**src/rtl/muldiv_unit_pkg.sv**
```systemverilog
// Shared definitions for the multiply/divide unit: R-format function codes,
// FSM state encoding and the sign/correction record carried into FIX.
package muldiv_unit_pkg;

    localparam logic [5:0] OP_R_FORM = 6'h00;

    localparam logic [5:0] FN_MFHI  = 6'h10;
    localparam logic [5:0] FN_MTHI  = 6'h11;
    localparam logic [5:0] FN_MFLO  = 6'h12;
    localparam logic [5:0] FN_MTLO  = 6'h13;
    localparam logic [5:0] FN_MULT  = 6'h18;
    localparam logic [5:0] FN_MULTU = 6'h19;
    localparam logic [5:0] FN_DIV   = 6'h1A;
    localparam logic [5:0] FN_DIVU  = 6'h1B;

    typedef enum logic [1:0] {
        ST_IDLE = 2'd0,
        ST_MUL  = 2'd1,
        ST_DIV  = 2'd2,
        ST_FIX  = 2'd3
    } state_e;

    // Everything FIX needs to turn the unsigned iteration result into HI/LO.
    typedef struct packed {
        logic is_div;
        logic neg_res;   // negate product / quotient
        logic neg_rem;   // negate remainder
        logic div_zero;  // divisor was zero
    } fix_t;

endpackage

```
**src/rtl/muldiv_unit_if.sv**
```systemverilog
// Decode-to-muldiv handshake: operation request, operands, status and HI/LO.
interface muldiv_unit_if #(parameter int XLEN = 32);

    logic            Start;
    logic [5:0]      Func;
    logic [XLEN-1:0] Rs;
    logic [XLEN-1:0] Rt;
    logic            Busy;
    logic            Stall;
    logic            Done;
    logic [XLEN-1:0] Rdata;
    logic [XLEN-1:0] HI;
    logic [XLEN-1:0] LO;

    modport master (
        output Start, Func, Rs, Rt,
        input  Busy, Stall, Done, Rdata, HI, LO
    );

    modport slave (
        input  Start, Func, Rs, Rt,
        output Busy, Stall, Done, Rdata, HI, LO
    );

endinterface

```
**src/rtl/muldiv_iter.sv**
```systemverilog
// Iterative datapath: one shift-add multiply step or one restoring divide step
// per enabled cycle. acc holds {partial product, multiplier} or {remainder, quotient}.
module muldiv_iter #(
    parameter int XLEN = 32
) (
    input  logic              clk_i,
    input  logic              rst_ni,
    input  logic              load_i,
    input  logic              step_i,
    input  logic              is_div_i,
    input  logic [XLEN-1:0]   load_lo_i,
    input  logic [XLEN-1:0]   load_opnd_i,
    output logic [2*XLEN-1:0] acc_o
);

    logic [2*XLEN-1:0] acc_q, acc_d;
    logic [XLEN-1:0]   opnd_q, opnd_d;
    logic [XLEN:0]     mul_sum;
    logic [XLEN:0]     div_shift;
    logic [XLEN:0]     div_diff;

    always_comb begin
        // NOTE: every combinational output gets a default first so no path leaves it unassigned (latch).
        acc_d  = acc_q;
        opnd_d = opnd_q;

        mul_sum   = {1'b0, acc_q[2*XLEN-1:XLEN]} +
                    (acc_q[0] ? {1'b0, opnd_q} : {(XLEN+1){1'b0}});
        div_shift = acc_q[2*XLEN-1:XLEN-1];
        div_diff  = div_shift - {1'b0, opnd_q};

        if (load_i) begin
            acc_d  = {{XLEN{1'b0}}, load_lo_i};
            opnd_d = load_opnd_i;
        end else if (step_i) begin
            if (is_div_i) begin
                // Borrow out means the divisor did not fit: restore and shift in 0.
                acc_d = div_diff[XLEN] ? {div_shift[XLEN-1:0], acc_q[XLEN-2:0], 1'b0}
                                       : {div_diff[XLEN-1:0],  acc_q[XLEN-2:0], 1'b1};
            end else begin
                acc_d = {mul_sum, acc_q[XLEN-1:1]};
            end
        end
    end

    // NOTE: the datapath is reset too, so a fresh operation never depends on stale X state.
    always_ff @(posedge clk_i or negedge rst_ni) begin
        if (!rst_ni) begin
            acc_q  <= '0;
            opnd_q <= '0;
        end else begin
            // NOTE: non-blocking assignments keep every register sampling pre-edge values.
            acc_q  <= acc_d;
            opnd_q <= opnd_d;
        end
    end

    assign acc_o = acc_q;

endmodule

```
**src/rtl/muldiv_unit.sv**
```systemverilog
// Multi-cycle MULT/DIV unit owning HI/LO; stalls decode while an iteration runs.
module muldiv_unit
    import muldiv_unit_pkg::*;
#(
    parameter int XLEN  = 32,
    parameter int CNT_W = 6
) (
    input  logic           CLK,
    input  logic           RST,
    muldiv_unit_if.slave   bus
);

    state_e            state_q, state_d;
    logic [CNT_W-1:0]  cnt_q, cnt_d;
    logic [XLEN-1:0]   hi_q, hi_d;
    logic [XLEN-1:0]   lo_q, lo_d;
    fix_t              fix_q, fix_d;

    logic              load;
    logic              signed_op;
    logic              rs_neg, rt_neg;
    logic [XLEN-1:0]   rs_mag, rt_mag;
    logic [XLEN-1:0]   load_lo, load_opnd;
    logic [2*XLEN-1:0] acc;
    logic [XLEN-1:0]   quo, rem;

    // Magnitudes feed the unsigned datapath; signs are replayed in FIX.
    assign signed_op = (bus.Func == FN_MULT) || (bus.Func == FN_DIV);
    assign rs_neg    = signed_op & bus.Rs[XLEN-1];
    assign rt_neg    = signed_op & bus.Rt[XLEN-1];
    assign rs_mag    = rs_neg ? -bus.Rs : bus.Rs;
    assign rt_mag    = rt_neg ? -bus.Rt : bus.Rt;
    assign rem       = acc[2*XLEN-1:XLEN];
    assign quo       = acc[XLEN-1:0];

    always_comb begin
        state_d   = state_q;
        cnt_d     = cnt_q;
        hi_d      = hi_q;
        lo_d      = lo_q;
        fix_d     = fix_q;
        load      = 1'b0;
        load_lo   = rt_mag;
        load_opnd = rs_mag;

        case (state_q)
            ST_IDLE: begin
                if (bus.Start) begin
                    case (bus.Func)
                        FN_MTHI: hi_d = bus.Rs;
                        FN_MTLO: lo_d = bus.Rs;
                        FN_MULT, FN_MULTU: begin
                            load    = 1'b1;
                            cnt_d   = '0;
                            state_d = ST_MUL;
                            fix_d   = '{is_div: 1'b0, neg_res: rs_neg ^ rt_neg,
                                        neg_rem: 1'b0, div_zero: 1'b0};
                        end
                        FN_DIV, FN_DIVU: begin
                            load      = 1'b1;
                            load_lo   = rs_mag;
                            load_opnd = rt_mag;
                            cnt_d     = '0;
                            state_d   = ST_DIV;
                            fix_d     = '{is_div: 1'b1, neg_res: rs_neg ^ rt_neg,
                                          neg_rem: rs_neg, div_zero: (bus.Rt == '0)};
                        end
                        default: ;
                    endcase
                end
            end
            ST_MUL, ST_DIV: begin
                cnt_d = cnt_q + 1'b1;
                if (cnt_q == CNT_W'(XLEN - 1)) state_d = ST_FIX;
            end
            ST_FIX: begin
                state_d = ST_IDLE;
                if (fix_q.is_div) begin
                    // Divide-by-zero leaves the dividend in the remainder naturally.
                    lo_d = fix_q.div_zero ? {XLEN{1'b1}} : (fix_q.neg_res ? -quo : quo);
                    hi_d = fix_q.neg_rem ? -rem : rem;
                end else begin
                    {hi_d, lo_d} = fix_q.neg_res ? -acc : acc;
                end
            end
            default: state_d = ST_IDLE;
        endcase
    end

    always_ff @(posedge CLK or negedge RST) begin
        if (!RST) begin
            state_q <= ST_IDLE;
            cnt_q   <= '0;
            hi_q    <= '0;
            lo_q    <= '0;
            fix_q   <= '0;
        end else begin
            state_q <= state_d;
            cnt_q   <= cnt_d;
            hi_q    <= hi_d;
            lo_q    <= lo_d;
            fix_q   <= fix_d;
        end
    end

    muldiv_iter #(.XLEN(XLEN)) u_iter (
        .clk_i       (CLK),
        .rst_ni      (RST),
        .load_i      (load),
        .step_i      ((state_q == ST_MUL) || (state_q == ST_DIV)),
        .is_div_i    (state_q == ST_DIV),
        .load_lo_i   (load_lo),
        .load_opnd_i (load_opnd),
        .acc_o       (acc)
    );

    always_comb begin
        bus.Rdata = '0;
        if (bus.Func == FN_MFHI)      bus.Rdata = hi_q;
        else if (bus.Func == FN_MFLO) bus.Rdata = lo_q;
    end

    assign bus.Busy  = (state_q != ST_IDLE);
    assign bus.Stall = bus.Busy & bus.Start;
    assign bus.Done  = (state_q == ST_FIX);
    assign bus.HI    = hi_q;
    assign bus.LO    = lo_q;

endmodule

```
**src/flat_wrapper.sv**
```systemverilog
// flat-port wrapper written by rule: the top's interface ports become plain ports
module muldiv_unit_flat import muldiv_unit_pkg::*;
#(
    parameter int XLEN  = 32,
    parameter int CNT_W = 6
)
  (CLK, RST, bus_Start, bus_Func, bus_Rs, bus_Rt, bus_Busy, bus_Stall, bus_Done, bus_Rdata, bus_HI, bus_LO);
  muldiv_unit_if #(.XLEN(XLEN)) bus_i ();
  input  logic CLK;
  input  logic RST;
  input wire logic [$bits(bus_i.Start)-1:0] bus_Start;
  input wire logic [$bits(bus_i.Func)-1:0] bus_Func;
  input wire logic [$bits(bus_i.Rs)-1:0] bus_Rs;
  input wire logic [$bits(bus_i.Rt)-1:0] bus_Rt;
  output wire logic [$bits(bus_i.Busy)-1:0] bus_Busy;
  output wire logic [$bits(bus_i.Stall)-1:0] bus_Stall;
  output wire logic [$bits(bus_i.Done)-1:0] bus_Done;
  output wire logic [$bits(bus_i.Rdata)-1:0] bus_Rdata;
  output wire logic [$bits(bus_i.HI)-1:0] bus_HI;
  output wire logic [$bits(bus_i.LO)-1:0] bus_LO;
  assign bus_i.Start = bus_Start;
  assign bus_i.Func = bus_Func;
  assign bus_i.Rs = bus_Rs;
  assign bus_i.Rt = bus_Rt;
  assign bus_Busy = bus_i.Busy;
  assign bus_Stall = bus_i.Stall;
  assign bus_Done = bus_i.Done;
  assign bus_Rdata = bus_i.Rdata;
  assign bus_HI = bus_i.HI;
  assign bus_LO = bus_i.LO;
  muldiv_unit #(.XLEN(XLEN), .CNT_W(CNT_W)) u_core (.CLK(CLK), .RST(RST), .bus(bus_i));
endmodule
```
**config.mk**
```make
export PLATFORM = sky130hd
export DESIGN_NAME = muldiv_unit_flat
export DESIGN_NICKNAME = d
export VERILOG_FILES = /design/src/rtl/muldiv_unit_pkg.sv /design/src/rtl/muldiv_unit_if.sv /design/src/rtl/muldiv_iter.sv /design/src/rtl/muldiv_unit.sv /design/src/flat_wrapper.sv
export SDC_FILE = /design/constraint.sdc
export NUM_CORES = 1
export LEC_CHECK = 0
export CORE_UTILIZATION = 53
export CTS_CLUSTER_DIAMETER = 40
export DETAILED_ROUTE_END_ITERATION = 8
export PLACE_DENSITY = 0.81
export SETUP_SLACK_MARGIN = 0.1
export SLEW_MARGIN = 25
export SYNTH_ARGS = -nofsm -noshare
export SYNTH_HDL_FRONTEND = slang
export SYNTH_SLANG_ARGS = --single-unit
```
**constraint.sdc**
```tcl
create_clock -name CLK -period 3.4 [get_ports CLK]
set_input_delay 0.51 -clock CLK [delete_from_list [all_inputs] [get_ports CLK]]
set_output_delay 0.51 -clock CLK [all_outputs]
set_load 0.01 [all_outputs]
```
==> reports/qor.txt <==
status = complete, no violations
crit path to = u_core.u_iter.acc_o[35]
Syn Inst Count = 2029
most frequent cell after synthesis = nand2_1
Root Buffer Master = clkbuf_16
Yosys cell types = 79
synth warn = 0
grt total ovfl = 0
Worst Hold Class = input port to async pin
die area = 30200 µm²
clk buf depth = 2
clk sinks = 172
R2R depth = 13
Setup Viol. Count Final = 0
Worst EP arrival = 3.59 ns
FF-to-FF Start = u_core.u_iter.opnd_q[5]
Reg2Reg Setup Slack = 0.14 ns
min Tclk post-route = 3.26 ns
Critical R2R Capture = u_core.u_iter.acc_o[35]
skew final = 0.0225 ns
core box area = 28900 µm²
area fraction in compound gates after synthesis = 27.4%
IO Port Bufs = 171
VDD IR max = 0.498 mV
Skew-Pair Late Insertion Delay = 0.45 ns
Top-Level Pins = 172
main combinational cell family by area after synthesis = compound AO/OA/AOI/OAI gates
initial DRC count = 2255
share of layout cells above drive strength 1 = 13.8%
Vias/cell = 6.58
Final nets = 2452
post-synth top area share = 27.5%
Highest Clock Rate = 0.307 GHz
final worst path period share = 95.9%
Fin. Hold Viols = 0
CTS H-Tree Depth = 4
GRT Resource Usage Total = 40.3%
crit start category = register
Die X = 174 µm
Main synth FF type = dfrtp_1
leak pwr = 8.53 nW
TritonRoute pass-1 iters = 8
Final Power = 14.3 mW
Starting Density = 54.2%
drt drc = 0
Synth Area in Simple Gates = 19.3%
Synth area leader = dfrtp_1
vias in the first global route = 16300
Yosys reg bits = 172
fillcell total = 2347
P per Cell Area = 715 nW/µm²
Crit Path Max Fanout = 7
CTS tree = built
Die Ht = 174 µm
vias post-DR = 17800
clock buffer count from CTS = 17
Synth Area in XOR/XNOR = 9.30%
Slew Limit Fails = 0
Syn Area/Cell = 7.70 µm²
antenna cells = 0
GPL Wtd Cong = 1.03
multiplexer share of the synthesized area = 5.72%
initial antenna violation count = 0
first-pass GRT wire length = 94000 µm
Slew headroom = 37.4%
row count = 62
CTS clk-pin slew, worst paths = 0.09 ns
Post-synth EDFFs = 0
Synth Area in Adders = 6.02%
Max-Cap Viols = 0
post-synthesis async set-or-reset flop share = 100%
critical path type = register to register
Core Util, Final = 69.1%
Worst Tran Pin Value = 0.935 ns
Mapped Nets = 2176
largest net degree at the start of global routing = 83
sequential fraction of the synthesis area = 27.5%
Worst EP required = 3.73 ns
WL final = 62200 µm
CP startpoint = u_core.u_iter.opnd_q[5]
synth top area cells = dfrtp_1 (28%), o21ai_0 (7.7%), nand2_1 (6.1%), ha_1 (5.8%), mux2i_1 (5.6%)
drt wl/cell = 23.0 µm
RSZ-0062 raised after global routing = yes
Synth-to-Final Area Change = 27.6%
HPWL Detailed = 47100 µm
area of the mapped netlist = 15600 µm²
Post-DRT Antenna Nets = 0
Setup crit end kind = register
Post-synth top cells = nand2_1 (253), o21ai_0 (240), nor2_1 (183)
-- worst min path at each step --
stage / from / to / cells after the start
after global routing: RST / u_core.u_iter.acc_o[62] / 1
after CTS: RST / u_core.u_iter.acc_o[62] / 1
after detailed placement: u_core.u_iter.opnd_q[16] / u_core.u_iter.opnd_q[16] / 2
after global placement: u_core.u_iter.opnd_q[5] / u_core.u_iter.opnd_q[5] / 2
final: RST / u_core.u_iter.acc_o[62] / 1
after floorplan: RST / u_core.bus.HI[0] / 0
-- report_power, final --
| group | internal (mW) | switching [mW] | leakage [nW] |
|---|---|---|---|
| Combinational | 3.94 | 5.19 | 6.10 |
| Clock | 1.07 | 1.05 | 0.300 |
| Sequential | 2.48 | 0.544 | 2.13 |
| Total | 7.49 | 6.78 | 8.53 |
-- logic make-up (layout without fill, tap and decap cells) --
logic type / count (synthesis) / count (layout)
compound gates: 682 / 682
simple gates: 652 / 652
buf+inv: 194 / 483
flops: 172 / 172
xor+xnor: 166 / 166
mux: 89 / 89
fa+ha+maj: 74 / 74
-- per-stage QoR --
stage / hold slack [ns] / setup WS, ns / cell area (µm²) / instances / setup TNS (ns)
6_report: 0.00493 / 0.140 / 19900 / 2702 / 0
5_1_grt: 0.0332 / -0.0295 / 19900 / 2702 / -0.0295
4_1_cts: 0.0238 / 0.0927 / 19700 / 2695 / 0
3_5_place_dp: 0.476 / -0.251 / 19000 / 2660 / -2.35
3_3_place_gp: 0.467 / -0.250 / 19000 / 2659 / -1.75
2_1_floorplan: 0.214 / 0.0876 / 15600 / 2029 / 0
-- timing repair --
| action | in CTS | in global routing |
|---|---|---|
| pin swaps | 7 | 17 |
| gates resized for setup | 12 | 41 |
| setup endpoints to repair | 22 | 44 |
| hold buffers | 0 | 0 |
| cloned | 1 | 0 |
| buffers inserted | 2 | 7 |
-- flip-flops by register name (all words and copies together), names as in the netlist --
| register | cells |
|---|---|
| u_core.bus.LO | 32 |
| u_core.u_iter.opnd_q | 32 |
| u_core.cnt_q | 6 |
| u_core.fix_q | 4 |
| u_core.bus.HI | 32 |
| u_core.u_iter.acc_o | 64 |
| u_core.state_q | 2 |
-- area by class of cell --
type | count | area, µm² | area share [%]
clock inverters | 15 | 195 | 0.979
inverters | 64 | 243 | 1.22
multi-input cells | 1663 | 10800 | 54.3
well taps | 384 | 480 | 2.41
repair buffers | 387 | 3460 | 17.3
clock buffers | 17 | 425 | 2.13
flip-flops and latches | 172 | 4310 | 21.6
-- layer usage --
metal  vias to the layer above  wire, µm  track usage, %
met4                         0      4060            23.8
met2                      1210     26800            60.2
met3                       238      7100            8.44
met1                      8409     24200            53.8
met5                         -         0               0
li1                       7923         -               -
-- placed cells by master, fill, tap and decap left out, types with 28 or more instances in the layout --
| cell type | n |
|---|---|
| nand2_1 | 252 |
| o21ai_0 | 232 |
| dfrtp_1 | 170 |
| inv_1 | 62 |
| nor3_1 | 34 |
| mux2i_1 | 87 |
| o31ai_1 | 34 |
| xnor2_1 | 84 |
| a21o_1 | 35 |
| a31oi_1 | 37 |
| a21oi_1 | 111 |
| o22ai_1 | 28 |
| clkdlybuf4s50_1 | 169 |
| buf_4 | 207 |
| nor2_1 | 181 |
| xor2_1 | 80 |
| ha_1 | 68 |
| o211ai_1 | 49 |
-- worst max-delay path, cell delays in order, from the launching register on --
cell       delay, ns
dfrtp_1         0.39
inv_1           0.12
ha_1            0.29
a21o_1          0.18
or3_1           0.36
o2111ai_2       0.24
o21ai_2         0.10
nand4_1         0.17
buf_6           0.15
a211oi_4        0.07
buf_4           0.17
or4_1           0.52
o211a_1         0.18
o21ba_2         0.21
No activity file was read; power rests on OpenSTA's default activity.
